File: config.mk
export PLATFORM = sky130hd
export DESIGN_NAME = ai_av_reader
export DESIGN_NICKNAME = d
export VERILOG_FILES = /design/src/rtl/ai_av_pkg.sv /design/src/rtl/ai_score_tracker.sv /design/src/rtl/ai_av_reader.sv
export SDC_FILE = /design/constraint.sdc
export NUM_CORES = 1
export LEC_CHECK = 0
export CORE_MARGIN = 8
export CORE_UTILIZATION = 35
export CTS_CLUSTER_DIAMETER = 100
export DETAILED_ROUTE_END_ITERATION = 16
export SLEW_MARGIN = 5
export SYNTH_ARGS = -nofsm -noshare
export SYNTH_HDL_FRONTEND = slang
export SYNTH_HIERARCHICAL = 1
export SYNTH_SLANG_ARGS = --single-unit
File: constraint.sdc
create_clock -name clk -period 6.8 [get_ports clk]
set_clock_uncertainty 0.1 [all_clocks]
set_input_delay 2.04 -clock clk [delete_from_list [all_inputs] [get_ports clk]]
set_output_delay 2.04 -clock clk [all_outputs]
set_load 0.02 [all_outputs]
File: src/rtl/ai_av_pkg.sv
// rtl/ai_av_pkg.sv - shared constants and types for the AI comparer read-side slave
package ai_av_pkg;

    localparam int SCORE_W_DEF = 24;
    localparam int IDX_W_DEF   = 16;

    localparam int AI_REG_STATUS = 0;
    localparam int AI_REG_BEST   = 1;
    localparam int AI_REG_RESULT = 2;
    localparam int AI_REG_COUNT  = 3;

    localparam int STAT_BUSY = 0;
    localparam int STAT_DONE = 1;
    localparam int STAT_HIT  = 2;

    typedef enum logic [1:0] {
        S_IDLE = 2'd0,
        S_RUN  = 2'd1,
        S_DONE = 2'd2
    } ai_state_t;

endpackage

File: src/rtl/ai_score_tracker.sv
// rtl/ai_score_tracker.sv - best score/index, hit count and sample count with saturation
module ai_score_tracker
    import ai_av_pkg::*;
#(
    parameter int SCORE_W = SCORE_W_DEF,
    parameter int IDX_W   = IDX_W_DEF
) (
    input  logic               clk,
    input  logic               rst,
    input  logic               clear,
    input  logic               sample_en,
    input  logic [SCORE_W-1:0] score,
    input  logic [7:0]         score_minimum,
    output logic [SCORE_W-1:0] best_score,
    output logic [IDX_W-1:0]   best_idx,
    output logic [IDX_W-1:0]   hit_count,
    output logic [IDX_W-1:0]   score_cnt
);

    localparam logic [IDX_W-1:0] CNT_MAX = '1;

    always_ff @(posedge clk) begin
        if (rst || clear) begin
            best_score <= '0;
            best_idx   <= '0;
            hit_count  <= '0;
            score_cnt  <= '0;
        end else if (sample_en) begin
            // strict compare so ties keep the earliest index
            if (score > best_score) begin
                best_score <= score;
                best_idx   <= score_cnt;
            end
            if (score[SCORE_W-1 -: 8] >= score_minimum && hit_count != CNT_MAX)
                hit_count <= hit_count + IDX_W'(1);
            if (score_cnt != CNT_MAX)
                score_cnt <= score_cnt + IDX_W'(1);
        end
    end

endmodule

File: src/rtl/ai_av_reader.sv
// rtl/ai_av_reader.sv - Avalon-MM read slave for comparer results; AI_AV_READER_IRQ_EN adds irq/mask
module ai_av_reader
    import ai_av_pkg::*;
#(
    parameter int SCORE_W = SCORE_W_DEF,
    parameter int IDX_W   = IDX_W_DEF,
    parameter int ADDR_W  = 4
) (
    input  logic               clk,
    input  logic               rst,
    input  logic               avs_s0_read,
    input  logic [ADDR_W-1:0]  avs_s0_address,
    output logic [31:0]        avs_s0_readdata,
    output logic               avs_s0_readdatavalid,
`ifdef AI_AV_READER_IRQ_EN
    input  logic               avs_s0_write,
    input  logic [31:0]        avs_s0_writedata,
    output logic               irq,
`endif
    input  logic               init,
    input  logic [7:0]         score_minimum,
    input  logic               score_valid,
    input  logic [SCORE_W-1:0] score,
    input  logic               score_last
);

    ai_state_t          state_q, state_d;
    logic               done_q;
    logic               sample_en, done_set, status_rd;
    logic [SCORE_W-1:0] best_score;
    logic [IDX_W-1:0]   best_idx, hit_count, score_cnt;
    logic [31:0]        rd_mux;

    // init overrides any coincident sample
    assign sample_en = (state_q == S_RUN) && score_valid && !init;
    assign done_set  = sample_en && score_last;
    assign status_rd = avs_s0_read && (avs_s0_address == ADDR_W'(AI_REG_STATUS));

    ai_score_tracker #(.SCORE_W(SCORE_W), .IDX_W(IDX_W)) u_tracker (
        .clk           (clk),
        .rst           (rst),
        .clear         (init),
        .sample_en     (sample_en),
        .score         (score),
        .score_minimum (score_minimum),
        .best_score    (best_score),
        .best_idx      (best_idx),
        .hit_count     (hit_count),
        .score_cnt     (score_cnt)
    );

    always_comb begin
        state_d = state_q;
        if (init)
            state_d = S_RUN;
        else if (state_q == S_RUN && done_set)
            state_d = S_DONE;
    end

    always_ff @(posedge clk) begin
        if (rst)
            state_q <= S_IDLE;
        else
            state_q <= state_d;
    end

    // set beats the STATUS read clear
    always_ff @(posedge clk) begin
        if (rst || init)
            done_q <= 1'b0;
        else if (done_set)
            done_q <= 1'b1;
        else if (status_rd)
            done_q <= 1'b0;
    end

    always_comb begin
        rd_mux = '0;
        case (avs_s0_address)
            ADDR_W'(AI_REG_STATUS): begin
                rd_mux[STAT_BUSY] = (state_q == S_RUN);
                rd_mux[STAT_DONE] = done_q;
                rd_mux[STAT_HIT]  = (hit_count != '0);
            end
            ADDR_W'(AI_REG_BEST):   rd_mux = 32'(best_score);
            ADDR_W'(AI_REG_RESULT): rd_mux = {16'(best_idx), 16'(hit_count)};
            ADDR_W'(AI_REG_COUNT):  rd_mux = {16'h0, 16'(score_cnt)};
            default:                rd_mux = '0;
        endcase
    end

    always_ff @(posedge clk) begin
        if (rst) begin
            avs_s0_readdata      <= '0;
            avs_s0_readdatavalid <= 1'b0;
        end else begin
            avs_s0_readdatavalid <= avs_s0_read;
            if (avs_s0_read)
                avs_s0_readdata <= rd_mux;
        end
    end

`ifdef AI_AV_READER_IRQ_EN
    logic irq_mask;

    always_ff @(posedge clk) begin
        if (rst)
            irq_mask <= 1'b0;
        else if (avs_s0_write && avs_s0_address == ADDR_W'(AI_REG_STATUS))
            irq_mask <= avs_s0_writedata[0];
    end

    assign irq = done_q & irq_mask;
`endif

endmodule

==> impl_metrics.csv, run 1 <==
group,metric,value,unit
status,status,"finished, final reports clean",
clock_tree,clock-root-buffer,"clkbuf_16",
power,power.density,177,nW/um^2
cells_and_area,nets,794,
worst_setup_path,critical_path_buf_inv_count,2,
drt,wl_per_cell,16.3,um
cells_and_area,diodes,0,
clock_tree,worstSkewPairLatency,0.35,ns
synthesis,syn_area,5720,sq um
drt,num_vias,4948,
sta,hold_viol,0,
worst_setup_path,critPathMaxFanout,25,
drt,drtIter0Drc,334,
clock_tree,cts_tree,"built",
global_route,grt_use_met2,22.9,%
synthesis,synth_top_family_by_area,"simple AND/OR/NAND/NOR gates",
hold_path,hold_class,"flop to flop",
synthesis,synth-xor-area-share,2.14,%
worst_setup_path,cp_top_family,"buffers and inverters",
clock_tree,clkTransAtPathRegs,0.07,ns
drt,postRouteAntennaNets,0,
placement,post-dp-hpwl,11500,um
synthesis,synth-edff-count,0,
synthesis,ys.flop_type,"dfxtp_1",
synthesis,postSynthAreaPerCell,8.56,sq um
sta,timing.setup.tns,0,ns
synthesis,ys_async_sr_fraction,0,%
clock_tree,ctsHoldBuffers,0,
synthesis,yosys.cell_count.top_type,"nand2_1",
clock_tree,clkSinkCount,108,
cells_and_area,instances_no_fill,936,
global_route,met3_usage,4.01,%
floorplanning,dieHeight,144,um
drt,avgViaCountPerCell,5.29,
cells_and_area,area_delta_synth_final,20.0,%
global_route,grt_first_pass_wirelength,24200,um
sta,post-route-worst-setup-slack,1.74,ns
cells_and_area,final_cell_area,6860,sq um
synthesis,synth_adder_area_share,7.44,%
placement,dpl_cell_area,6610,sq um
floorplanning,core_area,15900,sq um
synthesis,synth_area_leaders,"dfxtp_1 38%, mux2i_1 7.7%, ha_1 7.4%",
synthesis,ys_seq_area_share,37.8,%
drt,first_pass_iters,4,
worst_setup_path,critical_path_arrival,5.23,ns
synthesis,ys_ff_latch,108,
synthesis,synth_top_cell_by_area,"dfxtp_1",
synthesis,synth_cells,668,
sta,rsz0062_at_grt,"false",
global_route,antenna_found_initial,0,
sta,tightestPinTransition,1.07,ns
synthesis,synth_nets,744,
placement,gp_congestion,0.887,
worst_setup_path,endpoint_kind,"flop",
worst_setup_path,cp_slowest_cell,"a41oi_4",
run,cap_viol_max_count,0,
floorplanning,die_area,20700,sq um
clock_tree,cts_made_buffers,9,
sta,setup_viol,0,
sta,period_share,74.3,%
cells_and_area,drive_gt1_share,4.17,%
synthesis,yosys.area_share.simple,23.2,%
sta,fmax,198,MHz
floorplanning,die_w,144,um
synthesis,synth_top_area_share,37.8,%
synthesis,synth_mux_area_share,11.4,%
sta,final_max_slew_viol_count,0,
global_route,grt_max_degree,47,
clock_tree,post_cts_buffers,0,
global_route,grt_usage,14.8,%
worst_setup_path,path_cells,"clkdlybuf4s50_1, ha_1, nand4_1, nor4_1, o311ai_0, a41oi_4, buf_4, mux2i_1",
clock_tree,ctsLongestPathBuffers,2,
global_route,grtUsageMet1,19.8,%
sta,finalCriticalPeriod,5.06,ns
floorplanning,io_pins,75,
placement,port_buffers,74,
clock_tree,cts_max_level,3,
drt,routed_wl,15200,um
worst_setup_path,cp.required,6.98,ns
drt,drc,0,
floorplanning,start_util,35.9,%
clock_tree,cts_resized,0,
worst_setup_path,worstSetupStartpointType,"primary input",
global_route,grt_overflow,0,
cells_and_area,fillCellCount,1601,
global_route,grt.busiest_layer,"met2",
floorplanning,placementRows,46,
synthesis,synth-compound-area-share,12.4,%
power,p_leak,2.27,nW
worst_setup_path,crit_type,"primary input to flop",
synthesis,netlist-cell-type-count,55,
cells_and_area,final_util,43.1,%
power,peakVddDrop,0.000127,V
placement,dp_slack,1.37,ns
synthesis,yosys_warnings,6,
placement,dpl.cell_count,923,
sta,maxSlewHeadroom,28.3,%
synthesis,synthTopCellsByCount,"112 x nand2_1, 108 x dfxtp_1, 44 x mux2i_1, 44 x nor2_1, 40 x a21oi_1",
global_route,grt_pass1_vias,4706,
worst_setup_path,cpPeakStageDelay,0.64,ns
==> power by group <==
group	switching (W)	internal [W]
Sequential	0.00000209	0.000634
Combinational	0.0000592	0.0000467
Clock	0.000227	0.000243
==> worst register-to-register path, delay by kind of cell, from the launching register on <==
family                   cells  cell delay (ns)
multiplexers                 1             0.27
AO/OA/AOI/OAI                2             0.94
adder cells (fa/ha/maj)      1             0.29
buffers and inverters        2             0.60
flip-flops                   1             0.39
AND/OR/NAND/NOR              2             0.67
==> cells in the final DEF, fill, tap and decap left out, types with 6 or more instances in the layout <==
master	instances
nand2_1	112
dfxtp_1	108
clkdlybuf4s50_1	74
mux2i_1	44
nor2_1	43
a21oi_1	40
inv_1	36
ha_1	34
nor2b_1	21
nand3_1	16
o21ai_1	14
mux2_1	13
a22oi_1	13
nand4_1	13
or4_1	13
a22o_1	10
clkbuf_16	9
o31ai_1	9
and4_1	8
o21ai_0	7
xnor2_1	7
xor2_1	7
nor3_1	6
==> layout make-up <==
class	instances	area (sq um)	area share, %
Inverter	36	135	1.97
Tap cell	216	270	3.94
Sequential cell	108	2160	31.5
Timing Repair Buffer	78	771	11.2
Multi-Input combinational cell	485	3270	47.6
Clock buffer	9	225	3.28
Clock inverter	4	30.0	0.437
==> logic make-up after synthesis <==
kind of cell             after synthesis
AND/OR/NAND/NOR                      265
AO/OA/AOI/OAI                        112
flip-flops                           108
buffers and inverters                 75
multiplexers                          60
adder cells (fa/ha/maj)               34
XOR/XNOR                              14
==> worst paths after layout <==
check	slack, ns	cells past startpoint	startpoint	end
setup / recovery	1.74	8	score[23]	u_tracker/best_idx[0]
hold / removal	0.35	2	avs_s0_readdata[10]	avs_s0_readdata[10]
setup reg to reg	3.47	8	u_tracker/best_score[23]	u_tracker/best_idx[0]
hold reg to reg	0.35	2	avs_s0_readdata[10]	avs_s0_readdata[10]
==> per-stage QoR <==
step	hold WS [ns]	total power, W
after CTS	0.352	0.00123
final	0.349	0.00121
after detailed placement	0.343	0.000757
after global placement	0.341	0.000756
after global routing	0.371	0.00126
after floorplan	0.334	0.000711
==> state kept, by name, indices dropped and copies added (netlist names) <==
name / flops
avs_s0_readdata: 32
avs_s0_readdatavalid: 1
done_q: 1
state_q: 2
u_tracker/best_idx: 16
u_tracker/best_score: 24
u_tracker/hit_count: 16
u_tracker/score_cnt: 16
==> per-layer routing <==
metal	up-vias	part of all wire (%)
met4	0	1.3
met2	147	43
met1	2334	48
met3	13	6.9
li1	2454	-
met5	-	0
(Power assumes the default switching activity.)
==> run 2, diff against run 1 <==
Clock period 6.8 ns to 4.8 ns, I/O delays scaled along.
==> impl_metrics.csv, run 2 (same netlist as run 1, synthesis figures left out) <==
group,metric,value,unit
status,status,"finished, final reports clean",
placement,port_buffers,74,
drt,avgViaCountPerCell,5.24,
drt,routed_wl,15400,um
sta,period_share,85.0,%
global_route,grt_first_pass_wirelength,24600,um
sta,finalCriticalPeriod,4.08,ns
clock_tree,clock-root-buffer,"clkbuf_16",
sta,tightestPinTransition,1.09,ns
cells_and_area,top_regs,"avs_s0_readdata x32, u_tracker/best_score x24",
floorplanning,die_area,20700,sq um
worst_setup_path,endpoint_kind,"flop",
cells_and_area,area_delta_synth_final,22.3,%
worst_setup_path,critical_path_arrival,4.26,ns
cells_and_area,largest_reg_flops,32,
drt,wl_per_cell,16.3,um
global_route,antenna_found_initial,0,
clock_tree,cts_resized,0,
worst_setup_path,cpPeakStageDelay,0.62,ns
clock_tree,cts_tree,"built",
clock_tree,clkTransAtPathRegs,0.07,ns
power,p_leak,2.34,nW
global_route,grt_max_degree,85,
cells_and_area,top_register,"avs_s0_readdata",
power,power.density,262,nW/um^2
cells_and_area,drive_gt1_share,5.60,%
floorplanning,core_area,15900,sq um
sta,hold_viol,0,
cells_and_area,layout_commonest_cell,"nand2_1",
clock_tree,post_cts_buffers,0,
clock_tree,ctsLongestPathBuffers,2,
sta,maxSlewHeadroom,26.7,%
sta,holdWs,0.351,ns
floorplanning,dieHeight,144,um
sta,final_max_slew_viol_count,0,
drt,drtIter0Drc,248,
sta,fmax,245,MHz
worst_setup_path,cp_slowest_cell,"or4_1",
worst_setup_path,worstSetupStartpointType,"primary input",
sta,rsz0062_at_grt,"false",
worst_setup_path,critPathMaxFanout,29,
global_route,grt_pass1_vias,4766,
floorplanning,placementRows,46,
run,cap_viol_max_count,0,
cells_and_area,nets,803,
floorplanning,io_pins,75,
cells_and_area,layout_common_cells,"112 x nand2_1, 108 x dfxtp_1, 74 x clkdlybuf4s50_1",
sta,timing.setup.tns,0,ns
worst_setup_path,cp.required,4.98,ns
worst_setup_path,cpMostUsedCell,"or4_1",
clock_tree,worstSkewPairLatency,0.35,ns
clock_tree,clkSinkCount,108,
global_route,grt_overflow,0,
hold_path,hold_class,"flop to flop",
floorplanning,die_w,144,um
cells_and_area,diodes,0,
drt,postRouteAntennaNets,0,
clock_tree,cts_made_buffers,9,
placement,post-dp-hpwl,11800,um
worst_setup_path,crit_type,"primary input to flop",
drt,num_vias,4969,
drt,drc,0,
global_route,grt_usage,15.1,%
placement,gp_congestion,0.835,
power,peakVddDrop,0.000192,V
floorplanning,start_util,35.9,%
sta,setup_viol,0,
clock_tree,cts_max_level,3,
clock_tree,ctsHoldBuffers,0,
power,power,0.00183,W
worst_setup_path,path_cells,"clkdlybuf4s50_1, nor4bb_1, buf_4, nand4_1, or4_1, o22a_1, or4_1, a21oi_1",
drt,first_pass_iters,5,
[run 2: worst max-delay path, delay by kind of cell]
kind / cells / cell delay, ns
AND/OR/NAND/NOR: 4 / 1.49
AO/OA/AOI/OAI: 2 / 0.65
buffers and inverters: 2 / 0.67
[run 2: metrics by stage]
step	cells	instance area (sq um)	utilization [%]	setup slack (ns)
2_1_floorplan	668	5720	-	0.978
3_3_place_gp	932	6690	41.9	0.404
3_5_place_dp	932	6690	41.9	0.372
4_1_cts	948	7000	43.9	0.733
5_1_grt	948	7000	43.9	0.541
6_report	948	7000	43.9	0.721
[run 2: layout make-up]
type,count,area (sq um)
tap,216,270
inverter,36,135
sequential,108,2160
fill,1581,8950
clock inverter,6,71.3
timing repair buffer,87,851
clock buffer,10,239
multi-input combinational,485,3270
[run 2: metal layers]
layer	track usage, %	part of all wire, %	up-vias
met5	0	0	-
met2	23.6	44	133
li1	-	-	2475
met4	5.42	1.9	0
met1	19.3	47	2343
met3	4.55	6.8	18
[run 2: path summary, 6_finish.rpt]
kind                                 start                      end  slack, ns  cells after the start
setup / recovery               score_valid  u_tracker/hit_count[11]       0.72                      8
hold / removal          avs_s0_readdata[8]       avs_s0_readdata[8]       0.35                      2
setup reg to reg  u_tracker/best_score[23]  u_tracker/best_score[2]       1.91                      8
hold reg to reg         avs_s0_readdata[8]       avs_s0_readdata[8]       0.35                      2
[run 2: power by group]
part	switching [W]	internal (W)
Combinational	0.0000857	0.0000713
Clock	0.000351	0.000425
Sequential	0.00000308	0.000898
